===== src/rtl/mac_result_drain.sv =====
// Job sequencer and requantizing output drain for the 4-column MAC array.
// Clears the array, enables it for acc_len cycles, snapshots the columns, then streams them out.
module mac_result_drain #(
   parameter int unsigned ACC_WIDTH = 24,
   parameter int unsigned NUM_COL   = 4,
   parameter int unsigned OUT_WIDTH = 8,
   parameter int unsigned CNT_WIDTH = 8,
   parameter int unsigned SH_WIDTH  = 5
) (
   input  logic                           clk,
   input  logic                           rst,
   input  logic                           start,
   input  logic [CNT_WIDTH-1:0]           acc_len,
   input  logic [SH_WIDTH-1:0]            shift,
   output logic                           busy,
   output logic                           mac_clr,
   output logic                           mac_en,
   input  logic [NUM_COL*ACC_WIDTH-1:0]   y_in,
   output logic [OUT_WIDTH-1:0]           out_data,
   output logic [$clog2(NUM_COL)-1:0]     out_col,
   output logic                           out_valid,
   input  logic                           out_ready,
   output logic                           out_last,
   output logic                           sat_flag,
   output logic                           done
);

   localparam int unsigned ColW = $clog2(NUM_COL);
   localparam logic [ColW-1:0] LastCol = ColW'(NUM_COL - 1);
   localparam logic [SH_WIDTH-1:0] ShMax = SH_WIDTH'(ACC_WIDTH - 1);
   localparam logic signed [ACC_WIDTH:0] SatMax = (ACC_WIDTH + 1)'(2 ** (OUT_WIDTH - 1) - 1);
   localparam logic signed [ACC_WIDTH:0] SatMin = (ACC_WIDTH + 1)'(-(2 ** (OUT_WIDTH - 1)));

   typedef enum logic [2:0] {StIdle, StClear, StAccum, StSettle, StDrain} state_e;

   state_e                 state_q;
   logic [CNT_WIDTH-1:0]   cnt_q;
   logic [SH_WIDTH-1:0]    shift_q;
   logic [ACC_WIDTH-1:0]   snap_q [NUM_COL];
   logic                   beat_sat_q;

   logic [ColW-1:0]        nxt_col;
   logic [ACC_WIDTH-1:0]   req_src;
   logic [OUT_WIDTH:0]     req;

   // Returns {saturated, value}; the extra top bit keeps x + rounding from overflowing.
   function automatic logic [OUT_WIDTH:0] requant(input logic [ACC_WIDTH-1:0] x,
                                                  input logic [SH_WIDTH-1:0]  sh);
      logic signed [ACC_WIDTH:0] rnd;
      logic signed [ACC_WIDTH:0] t;
      logic signed [ACC_WIDTH:0] r;
      logic [OUT_WIDTH-1:0]      q;
      logic                      sat;
      rnd = '0;
      if (sh != '0) rnd = (ACC_WIDTH + 1)'(1) << (sh - SH_WIDTH'(1));
      t = $signed({x[ACC_WIDTH-1], x}) + rnd;
      r = t >>> sh;
      if (r > SatMax) begin
         q   = {1'b0, {(OUT_WIDTH - 1){1'b1}}};
         sat = 1'b1;
      end else if (r < SatMin) begin
         q   = {1'b1, {(OUT_WIDTH - 1){1'b0}}};
         sat = 1'b1;
      end else begin
         q   = r[OUT_WIDTH-1:0];
         sat = 1'b0;
      end
      return {sat, q};
   endfunction

   // Column 0 is requantized straight from y_in so it is ready the cycle DRAIN starts.
   always_comb begin
      nxt_col = out_col + ColW'(1);
      req_src = (state_q == StSettle) ? y_in[ACC_WIDTH-1:0] : snap_q[nxt_col];
      req     = requant(req_src, shift_q);
   end

   always_ff @(posedge clk) begin
      if (rst) begin
         state_q    <= StIdle;
         cnt_q      <= '0;
         shift_q    <= '0;
         beat_sat_q <= 1'b0;
         busy       <= 1'b0;
         mac_clr    <= 1'b0;
         mac_en     <= 1'b0;
         out_data   <= '0;
         out_col    <= '0;
         out_valid  <= 1'b0;
         out_last   <= 1'b0;
         sat_flag   <= 1'b0;
         done       <= 1'b0;
         for (int c = 0; c < NUM_COL; c++) snap_q[c] <= '0;
      end else begin
         mac_clr <= 1'b0;
         done    <= 1'b0;
         case (state_q)
            StIdle: begin
               if (start) begin
                  cnt_q    <= acc_len;
                  shift_q  <= (shift > ShMax) ? ShMax : shift;
                  sat_flag <= 1'b0;
                  mac_clr  <= 1'b1;
                  busy     <= 1'b1;
                  state_q  <= StClear;
               end
            end
            StClear: begin
               if (cnt_q != '0) begin
                  mac_en  <= 1'b1;
                  state_q <= StAccum;
               end else begin
                  state_q <= StSettle;
               end
            end
            StAccum: begin
               if (cnt_q == CNT_WIDTH'(1)) begin
                  mac_en  <= 1'b0;
                  state_q <= StSettle;
               end else begin
                  cnt_q <= cnt_q - CNT_WIDTH'(1);
               end
            end
            StSettle: begin
               for (int c = 0; c < NUM_COL; c++) snap_q[c] <= y_in[c*ACC_WIDTH +: ACC_WIDTH];
               out_valid  <= 1'b1;
               out_col    <= '0;
               out_data   <= req[OUT_WIDTH-1:0];
               beat_sat_q <= req[OUT_WIDTH];
               out_last   <= 1'b0;
               state_q    <= StDrain;
            end
            StDrain: begin
               if (out_ready) begin
                  sat_flag <= sat_flag | beat_sat_q;
                  if (out_last) begin
                     out_valid <= 1'b0;
                     out_last  <= 1'b0;
                     done      <= 1'b1;
                     busy      <= 1'b0;
                     state_q   <= StIdle;
                  end else begin
                     out_col    <= nxt_col;
                     out_data   <= req[OUT_WIDTH-1:0];
                     beat_sat_q <= req[OUT_WIDTH];
                     out_last   <= (nxt_col == LastCol);
                  end
               end
            end
            default: state_q <= StIdle;
         endcase
      end
   end

endmodule


===== config.mk =====
export PLATFORM = sky130hd
export DESIGN_NAME = mac_result_drain
export DESIGN_NICKNAME = d
export VERILOG_FILES = /design/src/rtl/mac_result_drain.sv
export SDC_FILE = /design/constraint.sdc
export NUM_CORES = 1
export LEC_CHECK = 0
export BUFFER_PORTS_ARGS = -buffer_cell sky130_fd_sc_hd__buf_2
export CORE_ASPECT_RATIO = 1.25
export CORE_MARGIN = 4
export CORE_UTILIZATION = 59
export DETAILED_ROUTE_END_ITERATION = 16
export PLACE_DENSITY_LB_ADDON = 0.2
export SLEW_MARGIN = 0
export SYNTH_ARGS = -nofsm -noshare
export SYNTH_HDL_FRONTEND = slang
export SYNTH_SLANG_ARGS = --single-unit

===== constraint.sdc =====
create_clock -name clk -period 7.2 [get_ports clk]
set_input_delay 0.72 -clock clk [delete_from_list [all_inputs] [get_ports clk]]
set_output_delay 0.72 -clock clk [all_outputs]
set_load 0.02 [all_outputs]

==> reports/metrics.csv <==
metric,value,unit
status,completed,
cellPowerDensity,275,mW/mm^2
diodes,0,
hold_class,flip-flop to flip-flop,
drcViolationCount,0,
crit_chain,"inv_1, ha_1, buf_4, mux4_2, nand2_1, nand2_1, ha_1, inv_1, fa_1, nand2b_1, a21oi_1, o21a_1, a21oi_1, o311a_1, a21oi_1, a21oi_1, a2111o_1, a2111oi_2, nand4_1, a22o_2, o311ai_1",
final_hold_viol_count,0,
die-area,0.0185,mm^2
antenna_left,0,
ios,130,
drt_wl_total,27200,um
core-area,0.0161,mm^2
cpPeakStageDelay,0.71,ns
maxSlewViolCount,0,
grt_max_degree,97,
max_freq,156,MHz
fp-row-count,52,
cts.repair.resized,0,
cp.depth,21,
slew_headroom,38.8,%
clockBufferDepth,2,
grt_use_total,29.4,%
port_buffers,129,
switching_share,38.9,%
cp_top_family,compound AO/OA/AOI/OAI gates,
nets,1302,
dp.cells,1358,
clock_sinks,130,
fin_tns_setup,0,ns
first_iter_violations,979,
cts_buffers,17,
fin_crit,6.42,ns
yosys-top-cells-count,"143 x nand2_1, 104 x and2_1, 102 x nor2_1",
yosysMostFrequentCell,nand2_1,
cts_hold_buf,0,
tightest_slew,0.917,ns
viasPerCell,6.32,
finalSetupViolations,0,
grt_pass1_vias,8326,
path_class,flip-flop to flip-flop,
post_cts_buffers,0,
area_delta_synth_final,14.0,%
synth_area,0.00967,mm^2
holdPathStages,2,
cp-end-kind,flip-flop,
p_sw,1.18,mW
p_clk_share,29.2,%
p_int,1.85,mW
slowest_stage,a21oi_1,
place.gp.congestion,1.03,
finClkSkew,0.0127,ns
async_flop_share,0,%
ff2ff_path_depth,21,
synth-seq-area-share,36.9,%
cp_common_cell,a21oi_1,
vias,8790,
rsz0062_at_grt,no,
timing.final.crit_share,89.2,%
synth_fp_nets,1210,
yosysUniqueCellTypes,91,
wire_per_inst,19.6,um
clkTransAtPathRegs,0.06,ns
synth-seq-cells,130,
yosysTopAreaCell,edfxtp_1,
start_kind,flip-flop,
ys_warn_count,0,
total_leakage_power,4.52,nW
ys_top_cells_by_area,"edfxtp_1 30%, dfxtp_1 7.0%, mux4_2 6.8%",
first_pass_iters,5,
cts_max_level,4,
worst_ep_arrival_time,6.74,ns
seq_power_share,31.5,%
dominantRegCellSynth,edfxtp_1,
cp_num_buf_inv,3,
drive_gt1_share,20.7,%
tritoncts,built,
comb_power_share,39.3,%
hpwl,20300,um
max_cap_violations,0,
grt_pass1_wl,42600,um
final_cells,1390,
clock_tree.root_cell,clkbuf_16,
syn-mean-instance-area,9.05,um^2
start_util,59.9,%
synthCells,1069,
insertion_delay,0.42,ns
die_y,151,um
yosysTopAreaCellShare,29.8,%
overflow,0,
synth_edf_count,96,
path_max_fanout,20,
required,7.52,ns
die_x,123,um
hold_ws,0.472,ns
antenna_found_initial,0,
vdd_drop_max,202,uV
-- layer usage --
metal	global-route usage, %	wire length (um)	vias to the layer above
li1	-	-	4160
met3	5.01	1680	101
met5	0	0	-
met1	37.5	10900	4135
met2	48.6	13300	394
met4	14.4	1350	0
-- per-stage QoR --
stage	power, mW	setup slack [ns]	utilization [%]	area (um^2)
2_1_floorplan	1.81	1.04	-	9670
3_5_place_dp	2.12	0.858	64.6	10400
5_1_grt	3.17	0.359	68.3	11000
3_3_place_gp	2.12	0.936	64.6	10400
6_report	3.03	0.781	68.3	11000
4_1_cts	3.00	0.820	68.3	11000
-- worst register-to-register path: stages (launching register included) --
cell       delay (ns)
dfxtp_2          0.59
inv_1            0.09
ha_1             0.42
buf_4            0.34
mux4_2           0.25
nand2_1          0.05
nand2_1          0.14
ha_1             0.23
inv_1            0.07
fa_1             0.40
nand2b_1         0.21
a21oi_1          0.21
o21a_1           0.26
a21oi_1          0.22
o311a_1          0.42
a21oi_1          0.71
a21oi_1          0.22
a2111o_1         0.41
a2111oi_2        0.36
nand4_1          0.16
a22o_2           0.29
o311ai_1         0.28
-- power by group through the flow --
stage	combinational (mW)	clock [mW]	sequential (mW)
after global routing	1.29	0.923	0.964
after CTS	1.16	0.887	0.955
after detailed placement	1.15	0	0.969
after floorplan	0.850	0	0.960
final	1.19	0.883	0.954
after global placement	1.16	0	0.966
-- logic make-up after synthesis --
family                   Yosys count  share of synthesized area [%]
buffers and inverters             95                           4.09
multiplexers                      49                           8.85
XOR/XNOR                          23                           2.08
AO/OA/AOI/OAI                    283                           20.9
adder cells (fa/ha/maj)           28                           3.70
AND/OR/NAND/NOR                  461                           23.5
flip-flops                       130                           36.9
-- final timing paths --
kind	from	to	slack, ns
worst max register to register	out_col[0]$_SDFFE_PP0P_	out_data[1]$_SDFFE_PP0P_	0.78
worst min-delay path	out_data[2]$_SDFFE_PP0P_	out_data[2]$_SDFFE_PP0P_	0.47
worst max-delay path	out_col[0]$_SDFFE_PP0P_	out_data[1]$_SDFFE_PP0P_	0.78
worst min register to register	out_data[2]$_SDFFE_PP0P_	out_data[2]$_SDFFE_PP0P_	0.47
-- registers in the layout, summed over array words and instances, names as in the netlist --
name and count:
snap_q 96, cnt_q 8, out_data 8, shift_q 5
state_q 3, out_col 2, beat_sat_q 1, busy 1
done 1, mac_clr 1, mac_en 1, out_last 1
out_valid 1, sat_flag 1
-- area by class of cell --
type	instances	area [um^2]
clock buffer	18	429
clock inverter	14	171
fill	1346	5110
inverter	22	82.6
multi-input combinational	844	5730
sequential	130	3560
tap	216	270
timing repair buffer	146	773
-- cells in the final DEF, fill, tap and decap left out, types with 11 or more instances in the layout --
master	instances
nand4_1	14
nand3_1	14
a21o_1	13
o21ai_0	40
a31oi_1	11
xnor2_1	17
buf_4	17
clkbuf_16	17
mux4_2	29
nor3_1	24
buf_2	129
and2_1	104
mux2i_1	18
inv_1	20
ha_1	27
edfxtp_1	96
o211ai_1	11
a21oi_1	67
dfxtp_1	33
a211oi_1	27
nand2_1	143
nor2_1	101
Power figures use the tool's default switching activity.
